`config.mk`:
```
export PLATFORM = sky130hd
export DESIGN_NAME = mealy_serial_ctrl
export DESIGN_NICKNAME = d
export VERILOG_FILES = /design/src/rtl/mealy_ctrl_pkg.sv /design/src/rtl/mealy_serial_ctrl.sv
export SDC_FILE = /design/constraint.sdc
export NUM_CORES = 1
export LEC_CHECK = 0
export CAP_MARGIN = 25
export CORE_UTILIZATION = 40
export CTS_BUF_LIST = sky130_fd_sc_hd__clkbuf_8
export DETAILED_ROUTE_END_ITERATION = 8
export GPL_TIMING_DRIVEN = 0
export PLACE_DENSITY = 0.68
export RECOVER_POWER = 100
export SYNTH_ARGS = -nofsm -noshare
export SYNTH_HDL_FRONTEND = slang
export SYNTH_SLANG_ARGS = --single-unit
export TNS_END_PERCENT = 30
```
`constraint.sdc`:
```
create_clock -name clk -period 2.1 [get_ports clk]
set_input_delay 0.63 -clock clk [delete_from_list [all_inputs] [get_ports clk]]
set_output_delay 0.63 -clock clk [all_outputs]
set_load 0.05 [all_outputs]
```
`src/rtl/mealy_ctrl_pkg.sv`:
```
// Shared types for the serial Mealy detector sequencer.
package mealy_ctrl_pkg;

    localparam int DEF_WIDTH = 8;

    typedef enum logic [1:0] {
        ST_IDLE  = 2'b00,
        ST_CLEAR = 2'b01,
        ST_SHIFT = 2'b10,
        ST_HOLD  = 2'b11
    } ctrl_state_t;

endpackage

```
`src/rtl/mealy_serial_ctrl.sv`:
```
// Accepts parallel words, shifts them MSB-first into an external Mealy
// detector, and returns the per-bit match mask and match count.
module mealy_serial_ctrl
    import mealy_ctrl_pkg::*;
#(
    parameter int WIDTH = DEF_WIDTH,
    parameter int CNT_W = $clog2(WIDTH + 1)
) (
    input  logic             clk,
    input  logic             reset,
    input  logic             in_valid,
    output logic             in_ready,
    input  logic [WIDTH-1:0] in_data,
    input  logic             in_restart,
    input  logic             stall,
    output logic             det_en,
    output logic             det_xin,
    output logic             det_clr,
    input  logic             det_zout,
    output logic             out_valid,
    input  logic             out_ready,
    output logic [WIDTH-1:0] out_mask,
    output logic [CNT_W-1:0] out_count,
    output logic             busy
);

    localparam int IDX_W = (WIDTH > 1) ? $clog2(WIDTH) : 1;

    ctrl_state_t      state_q, state_d;
    logic [WIDTH-1:0] word_q,  word_d;
    logic [WIDTH-1:0] mask_q,  mask_d;
    logic [CNT_W-1:0] count_q, count_d;
    logic [IDX_W-1:0] idx_q,   idx_d;

    // State and datapath registers.
    always_ff @(posedge clk or negedge reset) begin
        if (!reset) begin
            state_q <= ST_IDLE;
            word_q  <= {WIDTH{1'b0}};
            mask_q  <= {WIDTH{1'b0}};
            count_q <= {CNT_W{1'b0}};
            idx_q   <= {IDX_W{1'b0}};
        end else begin
            state_q <= state_d;
            word_q  <= word_d;
            mask_q  <= mask_d;
            count_q <= count_d;
            idx_q   <= idx_d;
        end
    end

    // Next-state and detector/handshake outputs; det_en follows stall combinationally.
    always_comb begin
        state_d   = state_q;
        word_d    = word_q;
        mask_d    = mask_q;
        count_d   = count_q;
        idx_d     = idx_q;
        in_ready  = 1'b0;
        det_en    = 1'b0;
        det_xin   = 1'b0;
        det_clr   = 1'b0;
        out_valid = 1'b0;
        case (state_q)
            ST_IDLE: begin
                in_ready = 1'b1;
                if (in_valid) begin
                    word_d  = in_data;
                    mask_d  = {WIDTH{1'b0}};
                    count_d = {CNT_W{1'b0}};
                    idx_d   = IDX_W'(WIDTH - 1);
                    state_d = in_restart ? ST_CLEAR : ST_SHIFT;
                end else begin
                    state_d = ST_IDLE;
                end
            end
            ST_CLEAR: begin
                det_clr = 1'b1;
                state_d = ST_SHIFT;
            end
            ST_SHIFT: begin
                det_xin = word_q[idx_q];
                det_en  = ~stall;
                if (!stall) begin
                    mask_d[idx_q] = det_zout;
                    count_d       = count_q + {{(CNT_W-1){1'b0}}, det_zout};
                    if (idx_q == {IDX_W{1'b0}}) begin
                        state_d = ST_HOLD;
                    end else begin
                        idx_d = idx_q - {{(IDX_W-1){1'b0}}, 1'b1};
                    end
                end else begin
                    state_d = ST_SHIFT;
                end
            end
            ST_HOLD: begin
                out_valid = 1'b1;
                if (out_ready) begin
                    state_d = ST_IDLE;
                end else begin
                    state_d = ST_HOLD;
                end
            end
            default: begin
                state_d = ST_IDLE;
            end
        endcase
    end

    assign out_mask  = mask_q;
    assign out_count = count_q;
    assign busy      = (state_q != ST_IDLE);

endmodule

```
# --- Word-level counts from Yosys, hierarchy flattened ---
# Index checks and enable logic that the tools add are counted.
word_totals:
  latch_bits: 0
  word_cells: 51
  ff_bits: 25
  ramBits: 0
  n_memories: 0
  romBits: 0
op_classes:
  mux: 26
  n_addsub: 2
  mul: 0
  shift: 0
  reduce_logical: 8
  n_lt_le_gt_ge: 2
  div: 0
  bitwise: 1
  n_eq_ne: 7
ops:
  columns: ["operator", "count"]
  rows:
  - ["8-bit two-way mux", 2]
  - ["8-bit one-hot mux with 2 select lines", 1]
  - ["2-bit two-way mux", 5]
  - ["3-bit two-way mux", 3]
  - ["8-bit bitwise mux", 1]
  - ["4-bit two-way mux", 2]
  - ["2-bit one-hot mux with 4 select lines", 1]
  - ["4-bit one-hot mux with 2 select lines", 1]
  - ["1-bit two-way mux", 7]
  - ["2-bit != test (second input constant)", 3]
  - ["3-bit one-hot mux with 2 select lines", 1]
  - ["4-bit by 1-bit adder with 4-bit output", 1]
  - ["2-bit == test (second input constant)", 2]
  - ["3-bit by 4-bit less-than comparator with 1-bit output (second input constant)", 1]
  - ["4-bit AND reduction", 1]
  - ["2-bit nonzero test", 2]
  - ["1-bit binary-select mux with 3-bit select", 1]
  - ["1-bit demux with 3-bit select", 1]
  - ["3-bit by 1-bit >= comparator with 1-bit output (second input constant)", 1]
  - ["3-bit zero test", 1]
  - ["3-bit != test (second input constant)", 1]
  - ["3-bit AND reduction", 1]
  - ["3-bit by 1-bit subtractor with 3-bit output (second input constant)", 1]
  - ["2-bit by 1-bit == test with 1-bit output (second input constant)", 1]
  - ["4 further kinds", 4]

# --- Depth between registers and ports, before layout ---
logic_depth:
  ltp_word: 7
  ltp_mapped: 6
  mapped_depth_nobuf: 5

# --- Least setup slack after synthesis ---
# No wires, ideal clock.
synth_timing:
  path_kind: "reg2out"
  from: "reg idx_q[2]"
  to: "out det_xin"
  path_buffers: 1
  path_slack_ns: 0.060
  required_time_ns: 1.470
  t_arrival_ns: 1.410
  path_stages_with_launch: 6
  cell_sequence: "dfrtp_1 > buf_2 > and2_1 > a221oi_1 > nor2_1 > o21a_1"
synth_via:
  elab_chain_len: 3
synth_rtl:
  columns: ["element", "line_no", "rtl"]
  rows:
  - ["start: declaration", "mealy_serial_ctrl.sv:33", "logic [IDX_W-1:0] idx_q, idx_d;"]
  - ["start signal: assignment", "mealy_serial_ctrl.sv:42", "idx_q <= {IDX_W{1'b0}};"]
  - ["start signal: assignment", "mealy_serial_ctrl.sv:48", "idx_q <= idx_d;"]
  - ["1-bit binary-select mux with 3-bit select", "mealy_serial_ctrl.sv:82", "det_xin = word_q[idx_q];"]
  - ["1-bit two-way mux (not written as such)", "mealy_serial_ctrl.sv:82", null]
  - ["1-bit two-way mux", "mealy_serial_ctrl.sv:64", "case (state_q)"]
  - ["end: declaration", "mealy_serial_ctrl.sv:17", "output logic det_xin,"]
# Every way passes these cells. The select of a mux whose other input is x is not followed.

# --- Worst setup path after layout ---
# Ends and elaborated chain as after synthesis.

==> impl_metrics.tcl <==
set metrics [dict create \
    drt_wl_total_um 3120 \
    synth.most_common_cell "nand2_1" \
    synth.avg_cell_area_um2 9.23 \
    cpMostUsedCell "buf_6" \
    clockBufferDepth 2 \
    synth_area_leaders "dfrtp_1, nand2_1, o21ai_0, a21oi_1, ha_1" \
    dp_hpwl_um 2180 \
    htree_num_levels 1 \
    powerDensity_nw_per_um2 1480 \
    syn_area_um2 1280 \
    r2r-start "state_q[0]$_DFFE_PN0P_" \
    cts_tree "yes" \
    final_util 0.593 \
    rsz0062_at_grt "yes" \
    p_comb_frac 0.606 \
    startpoint_type "register" \
    setup_violations 2 \
    power.internal_w 0.00139 \
    setup_tns_ps -194 \
    cts-root-buf "clkbuf_8" \
    max_freq_mhz 450 \
    clkSlewWorstSetupHoldPaths_ps 90 \
    holdPathEnd "word_q[4]$_DFFE_PN0P_" \
    r2r-end "idx_q[2]$_DFFE_PN0P_" \
    reg2reg_depth 6 \
    switchingPower_w 0.00130 \
    cts_sinks 25 \
    postRouteAntennaNets 0 \
    first_iter_violations 34 \
    p_leak_nw 0.850 \
    arrival_ps 1590 \
    placed_area_um2 1670 \
    routedWlPerCell_um 13.6 \
    min_path_cells 2 \
    whs_ps 471 \
    cts-buffers-inserted 3 \
    diodes 0 \
    n_fill_cell 296 \
    clk_latency_ps 270 \
    drv_slew 0 \
    crit_family "compound AO/OA/AOI/OAI gates" \
    multi_input_area_um2 631 \
    final_layout_size_suffix_gt1_frac 0.195 \
    vias 1195 \
    critical_path.max_fanout 6 \
    ir_drop_mv 0.556 \
    ys_ff_latch 25 \
    hp-start "word_q[4]$_DFFE_PN0P_" \
    final_nets 205 \
    period_needed_ps 2220 \
    synthDistinctLibCells 33 \
    netlist.area_leader.share 0.488 \
    worstPathRequired_ps 1470 \
    met3_usage 0.0264 \
    drv_cap 0 \
    groute.usage.overall 0.197 \
    die_w_um 58.6 \
    synthCells 139 \
    seqPwrFrac 0.284 \
    grt.busiest_layer "met2" \
    netSwitchingFraction 0.484 \
    grt_antenna_before_repair 0 \
    path_class "register to output port" \
    placement.io_buffers 32 \
    finalInstanceArea_um2 1810 \
    fin_skew_ps 1.61 \
    postCtsHoldBufs 0 \
    start_util 0.420 \
    die_h_um 58.6 \
    synth_area_leader_cell "dfrtp_1" \
    worst_slack_ps -123 \
    grt_max_degree 16 \
    first_global_vias 1099 \
    core-area_um2 3050 \
    min_period_over_period 1.06 \
    grt_pass1_wl_um 5110 \
    gp_congestion 0.844 \
    power.total_w 0.00269 \
    critPathSlowestCell "dfrtp_1" \
    synth_async_sr_flop_share 1.00 \
    use_met2 0.328 \
    area_delta_synth_final_pct 41.2 \
    firstDrtPassIters 4 \
    path_cells "buf_6 > and2_4 > a221oi_2 > nor2_1 > o21a_1 > buf_6" \
    io_pins 33 \
    routed_via_density 5.22 \
    slowest_delay_ps 410 \
    synth_edf_count 0 \
    synthesis.nets 158 \
    slew-limit-headroom 0.512 \
    violations "negative setup slack" \
    status "finished with violations" \
    hold_viol_final 0 \
    hold_path_class "register to register" \
    synthFlopType "dfrtp_1" \
    tightest_slew_ps 731 \
    ys_warn_count 0 \
    synth_seq_area_share 0.488 \
    yosys-top-cells-count "nand2_1, dfrtp_1, o21ai_0" \
    grt_util_met1 0.271 \
    seq_area_um2 626 \
    grt-ovfl-total 0 \
    die-area_um2 3440 \
    critPathCaptureType "output port" \
    drc 0 \
    cp.buffers_inverters 2 \
    rows 20 \
    r2r_slack_ps 100 \
    clkPwrFrac 0.110 \
]
registers in the layout, summed over array words and instances (netlist names):
name	count
idx_q	3
out_count	4
out_mask	8
state_q	2
word_q	8
how the worst max path moves through the flow:
stage | startpoint | to | depth (start not counted)
floorplan | idx_q[2]$_DFFE_PN0P_ | det_xin | 5
global placement | stall | det_en | 4
detailed placement | stall | det_en | 4
CTS | idx_q[2]$_DFFE_PN0P_ | det_xin | 6
global route | idx_q[2]$_DFFE_PN0P_ | det_xin | 6
finish | idx_q[2]$_DFFE_PN0P_ | det_xin | 6
metal layers:
layer / wire length [um] / vias to the layer above
met4: 27 / 0
met3: 155 / 4
met2: 1500 / 39
li1: - / 576
met5: 0 / -
met1: 1440 / 576
per-stage QoR:
| stage | instances | setup slack [ps] |
|---|---|---|
| after floorplan | 139 | 60.2 |
| after global placement | 215 | -1040 |
| after detailed placement | 216 | -1030 |
| after CTS | 228 | -134 |
| after global routing | 229 | -184 |
| final | 229 | -123 |
cells by family after synthesis:
| kind of cell | after synthesis | share of synthesized area |
|---|---|---|
| buffers and inverters | 13 | 0.0488 |
| AO/OA/AOI/OAI | 42 | 0.219 |
| XOR/XNOR | 2 | 0.0137 |
| AND/OR/NAND/NOR | 53 | 0.192 |
| adder cells (fa/ha/maj) | 4 | 0.0390 |
| flip-flops | 25 | 0.488 |
cell type report:
cell class              count  area share
clock buffers               3      0.0228
well taps                  44      0.0304
flip-flops and latches     25       0.346
repair buffers             42       0.203
multi-input cells         101       0.348
inverters                   5      0.0124
clock inverters             1     0.00415
plain buffers               8      0.0332
worst register-to-register path, cell delays in order, from the launching register on:
cell	delay [ps]
dfrtp_1	370
clkbuf_2	170
nor3b_1	310
buf_4	170
a21boi_0	550
a211oi_1	180
a31oi_1	180
power by group through the flow:
stage	combinational [W]	clock, W	sequential [W]
after global placement	0.00144	0	0.000755
after CTS	0.00161	0.000301	0.000756
after detailed placement	0.00147	0	0.000758
final	0.00163	0.000296	0.000764
after floorplan	0.000843	0	0.000947
after global routing	0.00175	0.000319	0.000791
timing repair:
item / in CTS / in global routing
pin swaps: 5 / 3
setup buffers: 8 / 1
endpoints found under the setup margin: 10 / 13
resized for setup: 43 / 13
layout by cell type, fill, tap and decap left out, types with 2 or more instances in the layout:
cell,instances
a211oi_1,2
a21oi_1,11
a221oi_2,2
a22o_1,2
a31oi_1,2
buf_4,10
buf_6,4
clkbuf_1,4
clkbuf_2,4
clkbuf_8,3
clkdlybuf4s50_1,16
clkinvlp_4,2
dfrtp_1,25
dlygate4sd2_1,5
dlygate4sd3_1,3
ha_1,4
inv_1,4
nand2_1,28
nand3_1,2
nor2_1,6
nor2b_1,3
nor2b_4,2
nor3_1,2
o21ai_0,14
o22ai_1,2
xor2_1,2
Note: power is estimated with default switching activity, not from simulation.
